===== src/rtl/hazard_stall_unit.sv =====
// Hazard/stall controller: produces every pipeline-register enable, load-use bubbles,
// IF/ID flushes on taken transfers and full freezes while data memory is busy.
module hazard_stall_unit #(
  parameter int unsigned TIMEOUT_CYCLES = 1024,
  parameter int unsigned CNT_W          = 16
) (
  input  logic             clk,
  input  logic             rst_n,
  input  logic [31:0]      if_id_instr,
  input  logic             id_ex_memread,
  input  logic [4:0]       id_ex_rt,
  input  logic             branch_taken,
  input  logic             jump_id,
  input  logic             mem_busy,
  output logic             pc_enable,
  output logic             if_id_enable,
  output logic             if_id_flush,
  output logic             id_ex_enable,
  output logic             id_ex_bubble,
  output logic             ex_mem_enable,
  output logic             mem_timeout,
  output logic [CNT_W-1:0] stall_cycles
);

  localparam int unsigned WAIT_W = $clog2(TIMEOUT_CYCLES) + 1;

  typedef enum logic [1:0] {RUN, MEM_WAIT, HALT} state_t;

  state_t            state_q, state_d;
  logic [WAIT_W-1:0] wait_q, wait_d;
  logic [CNT_W-1:0]  stall_q, stall_d;

  logic [5:0] op;
  logic [4:0] rs, rt;
  logic       uses_rs, uses_rt, lu;

  // IF/ID source-operand decode and load-use detection
  always_comb begin
    op      = if_id_instr[31:26];
    rs      = if_id_instr[25:21];
    rt      = if_id_instr[20:16];
    uses_rs = !((op == 6'b000010) || (op == 6'b000011) || (op == 6'b001111));
    uses_rt = (op == 6'b000000) || (op == 6'b000100) ||
              (op == 6'b000101) || (op == 6'b101011);
    lu      = id_ex_memread && (id_ex_rt != 5'd0) &&
              ((uses_rs && (rs == id_ex_rt)) || (uses_rt && (rt == id_ex_rt)));
  end

  // Next-state: wait_q counts consecutive busy cycles already completed
  always_comb begin
    state_d = state_q;
    wait_d  = wait_q;
    unique case (state_q)
      RUN: begin
        if (mem_busy) begin
          state_d = MEM_WAIT;
          wait_d  = WAIT_W'(1);
        end
      end
      MEM_WAIT: begin
        if (!mem_busy) begin
          state_d = RUN;
          wait_d  = '0;
        end else if (wait_q == WAIT_W'(TIMEOUT_CYCLES - 1)) begin
          state_d = HALT;
        end else begin
          wait_d = wait_q + WAIT_W'(1);
        end
      end
      HALT:    state_d = HALT;
      default: state_d = RUN;
    endcase
  end

  // Output decode; reset gates the enables asynchronously
  always_comb begin
    pc_enable     = 1'b1;
    if_id_enable  = 1'b1;
    if_id_flush   = 1'b0;
    id_ex_enable  = 1'b1;
    id_ex_bubble  = 1'b0;
    ex_mem_enable = 1'b1;
    if (!rst_n || (state_q == HALT) || mem_busy) begin
      pc_enable     = 1'b0;
      if_id_enable  = 1'b0;
      id_ex_enable  = 1'b0;
      ex_mem_enable = 1'b0;
    end else if (lu) begin
      pc_enable    = 1'b0;
      if_id_enable = 1'b0;
      id_ex_bubble = 1'b1;
    end else if (branch_taken || jump_id) begin
      if_id_flush = 1'b1;
    end
  end

  // Saturating stall counter
  always_comb begin
    stall_d = stall_q;
    if (!pc_enable && (stall_q != {CNT_W{1'b1}})) begin
      stall_d = stall_q + CNT_W'(1);
    end
  end

  always_ff @(posedge clk or negedge rst_n) begin
    if (!rst_n) begin
      state_q <= RUN;
      wait_q  <= '0;
      stall_q <= '0;
    end else begin
      state_q <= state_d;
      wait_q  <= wait_d;
      stall_q <= stall_d;
    end
  end

  assign mem_timeout  = (state_q == HALT);
  assign stall_cycles = stall_q;

endmodule


===== config.mk =====
export PLATFORM = sky130hd
export DESIGN_NAME = hazard_stall_unit
export DESIGN_NICKNAME = d
export VERILOG_FILES = /design/src/rtl/hazard_stall_unit.sv
export SDC_FILE = /design/constraint.sdc
export NUM_CORES = 1
export LEC_CHECK = 0
export CORE_UTILIZATION = 45
export DETAILED_ROUTE_END_ITERATION = 12
export DONT_BUFFER_PORTS = 1
export GPL_ROUTABILITY_DRIVEN = 0
export PLACE_DENSITY = 0.69
export SETUP_SLACK_MARGIN = 0.02
export SLEW_MARGIN = 5
export SYNTH_ARGS = -nofsm -noshare
export SYNTH_HDL_FRONTEND = slang
export SYNTH_SLANG_ARGS = --single-unit

===== constraint.sdc =====
create_clock -name clk -period 3.57 [get_ports clk]
set_input_delay 0.8925 -clock clk [delete_from_list [all_inputs] [get_ports clk]]
set_output_delay 0.8925 -clock clk [all_outputs]
set_load 0.02 [all_outputs]

Word level (Yosys, flattened, before mapping):

Index checks and enable logic that the tools add are counted.

* reduce and logical (&&, ||, !) cells: 23
* add/subtract/negate cells: 2
* equal/unequal tests: 15
* muxes and demuxes: 16

Operators by type and width (count)
* 11-bit 2-to-1 mux: 3
* 11-bit case mux with 2 select lines: 1
* 16-bit by 1-bit adder with 16-bit output (second input constant): 1
* 16-bit inequality test (second input constant): 1
* 6-bit by 2-bit equality test with 1-bit output (second input constant): 2
* 6-bit by 3-bit equality test with 1-bit output (second input constant): 2
* 11-bit by 1-bit adder with 11-bit output (second input constant): 1
* 11-bit by 10-bit equality test with 1-bit output (second input constant): 1
* 5-bit equality test: 2
* 1-bit logical OR: 9
* 1-bit 2-to-1 mux: 8
* 6-bit by 4-bit equality test with 1-bit output (second input constant): 1
* 6-bit equality test (second input constant): 1
* 6-bit logical NOT: 1
* 2-bit 2-to-1 mux: 3
* 3-bit inequality test (second input constant): 2
* 2-bit case mux with 3 select lines: 1
* 1-bit logical AND: 5
* 5-bit nonzero test: 1
* 1-bit logical NOT: 3
* 3-bit AND reduction: 1
* 2-bit by 1-bit equality test with 1-bit output (second input constant): 1
* 2-bit equality test (second input constant): 1
* 2-bit logical NOT: 1
* other kinds (3): 3

* input port bits: 43
* output and inout port bits: 23
* register bits after elaboration: 29
* word-level logic and storage cells: 59

Depth between registers and ports, before layout:

Gate-level depths: netlist of the first run.

* depth in word-level cells: 11
* depth in mapped cells: 7
* mapped depth without buffers: 6

Worst setup path before layout of the first run:

Ideal clock, no wire load.

* kind: input -> output
* from: input port id_ex_rt[1]
* to: output port if_id_flush
* slack: 141 ps
* required time: 2678 ps
* arrival: 2537 ps
* stages on the path: 5
* buffers on the path: 0
* path through: or4_1 o21a_1 and4_1 nor3_2 o21a_1

* word-level cells in the longest chain between the ends: 6
* elaborated cells between the ends (all ways): 10
* classes of those cells: eq/ne: 2; mux: 2; reduce/logical: 6

Ends and longest elaborated chain
* from (decl): line 11 `input logic [4:0] id_ex_rt,`
* 5-bit equality test: line 46 `((uses_rs && (rs == id_ex_rt)) || (uses_rt && (rt == id_ex_rt)));`
* 1-bit logical AND: line 46
* 1-bit logical OR: line 46
* 1-bit logical AND (*): line 45 `lu = id_ex_memread && (id_ex_rt != 5'd0) &&`
* 1-bit 2-to-1 mux (*): line 88 `end else if (lu) begin`
* 1-bit 2-to-1 mux (*): line 83 `if (!rst_n || (state_q == HALT) || mem_busy) begin`
* to (decl): line 17 `output logic if_id_flush,`

Mark *: on every way between the ends. The rest lies on a longest branch, timed or not.

Final worst setup path of the first run:

* from: input port id_ex_rt[1]
* to: output port id_ex_bubble

* word-level cells in the longest chain between the ends: 6
* elaborated cells between the ends (all ways): 10
* classes of those cells: eq/ne: 2; mux: 2; reduce/logical: 6

Ends and longest elaborated chain
* 5-bit equality test: line 46
* 1-bit logical AND: line 46
* 1-bit logical OR: line 46
* 1-bit logical AND (*): line 45
* 1-bit 2-to-1 mux (*): line 88
* 1-bit 2-to-1 mux (*): line 83
* to (decl): line 19 `output logic id_ex_bubble,`

Marked as above.

==> run metrics, run 1 <==
I/O pins 66; CP arrival 2.30 ns; Final min period around 3.2 ns; post-DP HPWL 2940 um; RSZ-0062 raised after global routing no; final worst-path cycle share around nine tenths; Die Area between 0.004 and 0.005 mm2; sequential area share after synthesis 37.1%; Final nets 262; Area growth syn-to-layout 4.86%; cell area after synthesis 0.00196 mm2; final setup skew 0.00583 ns; ranking of synthesized cells by area dfrtp_1, xor2_1, nand4_1; reg2reg path depth 6; Pwr per Cell Area 528 mW/mm2; Crit. Startpoint id_ex_rt[1]; drt drc 0; P_leak 0.000766 uW; Worst IR Drop VDD 0.412 mV; port bufs 0; Internal Power 640 uW; top-area cell type share of the netlist area 37.1%; top cells by count, synth dfrtp_1, nor2_1, nand2_1, nand4_1, xor2_1; Reg clk slew, reported paths around 0.070 ns; clk_lat worst skew roughly 0.29 ns; Die Width 67.9 um; number of global-route vias before repair around 1,500; r2r endpoint stall_cycles[0]; count leader, synth dfrtp_1; worst-path fanout max 5; synth warn 0; GR Overflow Total 0; critical path startpoint category input port; root buf cell clkbuf_8; Setup WS pre-CTS around 0.38 ns; fin area 0.00205 mm2; Slew @ Worst Pin 0.684 ns; Final Setup Violations 0; Critical R2R Launch stall_cycles[0]; CTS buffer count 5; GRT Total Usage 20.0%; Vias roughly 1,700; Core ar. 0.00409 mm2; CP required 2.68 ns; CP bufs+invs 0; first-pass GRT wire length approximately 6900 um; Setup TNS 0 ns; Flop pwr share 53.6%; post-cts gate resize count 0; DRT iter0 DRCs 85; # Post-CTS Setup Buffers 0; cell total after placement 260; CP peak stage delay 0.55 ns; maxcap violations 0; fraction of layout cells with a size suffix above 1 6.88%; Yosys cell types 56; biggest area consumer among synthesized cells dfrtp_1; Core Rows 23; Final Non-Filler Cells 268; Initial Util 47.9%; critical path class in -> out; CTS tree done; crit path to id_ex_bubble; Main synth FF type dfrtp_1; Post-synth EDFFs 0; most used cell, CP nor2_1; number of antenna-violating nets in the routed design 0; Switching Share 40.9%; Hold Crit Class in -> async; Logic pwr share 21.5%; final WL 4240 um; R2R setup slack 1.25 ns; final-report hold violation count 0; htree depth 2; largest net degree at the start of global routing 31; outcome finished clean; Gate Count Post-Synth 217; Placed Area 0.00197 mm2; # hold bufs at CTS 0; Die H 67.9 um; wire per inst around 16 um; Slew headroom 54.3%; ANT cells 0; CP max stage cell or4_1; clock tree sinks 29; post-synth net total 262; Setup WS post-layout 0.373 ns; Sw Pwr 443 uW; Clk network pwr share between 20 and 25%; initial antenna violation count 0; Critical Path End Type output port; max-slew violation count 0; Post-synth ARST share 100%; Crit path max-delay family simple AND/OR/NAND/NOR gates; Via density 6.24; highest clock rate 313 MHz; 1st-pass router iterations 4; crit path cell chain or4_1 -> o21a_1 -> and4_1 -> nor2_1 -> nor2_1; Avg Cell Area, Syn 9.01 um2; critical path depth 5; Clock Path Buffers 2; synthesis-stage register bit count 29
-- logic make-up (layout without fill, tap and decap cells) --
family,after synthesis,in the layout,share of synthesized area [%]
multiplexers,5,5,2.75
flip-flops,29,29,37.1
buffers and inverters,14,15,4.29
AO/OA/AOI/OAI,55,55,19.8
AND/OR/NAND/NOR,91,91,25.3
XOR/XNOR,21,21,9.41
adder cells (fa/ha/maj),2,2,1.28
-- worst register-to-register path: cells and delay by family (launching register included) --
kind	cells	cell delay [ns]
AOI/OAI and AO/OA	1	0.28
adders and majority gates	1	0.26
and+or+nand+nor	3	0.95
DFF	1	0.57
muxes	1	0.16
-- sequential cells by signal (all words and copies together), names as in the netlist --
register and flops:
state_q 2, stall_cycles 16, wait_q 11
-- per-stage QoR --
step | total power (uW) | hold slack (ns) | utilization, %
2_1_floorplan | 762 | 0.497 | -
3_3_place_gp | 808 | 0.521 | 48.2
3_5_place_dp | 815 | 0.528 | 48.2
4_1_cts | 1080 | 0.290 | 50.2
5_1_grt | 1150 | 0.286 | 50.2
6_report | 1080 | 0.295 | 50.2
-- placed cells by master (no fill, tap or decap), types with 5 or more instances in the layout --
cell type  count
nand4_1       13
a31oi_1        7
nor2_1        19
clkbuf_8       5
nor3_1         8
and3_1         8
dfrtp_1       29
xnor2_1        8
xor2_1        13
nand2_1       13
nand2b_1       5
nand3_1        7
o21ai_0       11
-- worst min-delay path by stage --
stage,startpoint,endpoint,slack [ns],cells past startpoint
finish,rst_n,stall_cycles[2],0.29,0
global route,rst_n,stall_cycles[9],0.29,0
CTS,rst_n,stall_cycles[8],0.29,0
detailed placement,wait_q[9],wait_q[9],0.53,2
global placement,wait_q[10],wait_q[10],0.52,1
floorplan,wait_q[10],wait_q[10],0.50,1
-- power groups by stage --
stage / clock network, uW / registers (uW) / logic (uW)
finish: 270 / 581 / 232
CTS: 274 / 579 / 232
floorplan: 0 / 546 / 216
global route: 285 / 596 / 268
global placement: 0 / 583 / 226
detailed placement: 0 / 585 / 229
-- per-layer routing --
metal	GRT usage [%]	up-vias	share of wire [%]
met3	5.83	9	7.8
met1	25.7	772	46
li1	-	821	-
met2	30.4	70	44
met4	9.64	0	2.0
met5	0	-	0
-- cell type report --
| cell class | count | area, um2 |
|---|---|---|
| clock buffer | 6 | 72.6 |
| clock inverter | 2 | 10.0 |
| fill | 391 | 2040 |
| inverter | 5 | 18.8 |
| multi-input combinational | 174 | 1150 |
| sequential | 29 | 726 |
| tap | 50 | 62.6 |
| timing repair buffer | 2 | 15.0 |
Power figures use the tool's default switching activity.
==> inputs of run 2 (changes only) <==
- ABC_AREA: default -> 0
==> results of run 2 <==
The final DEF is identical to that of run 1; final timing and power are the same.
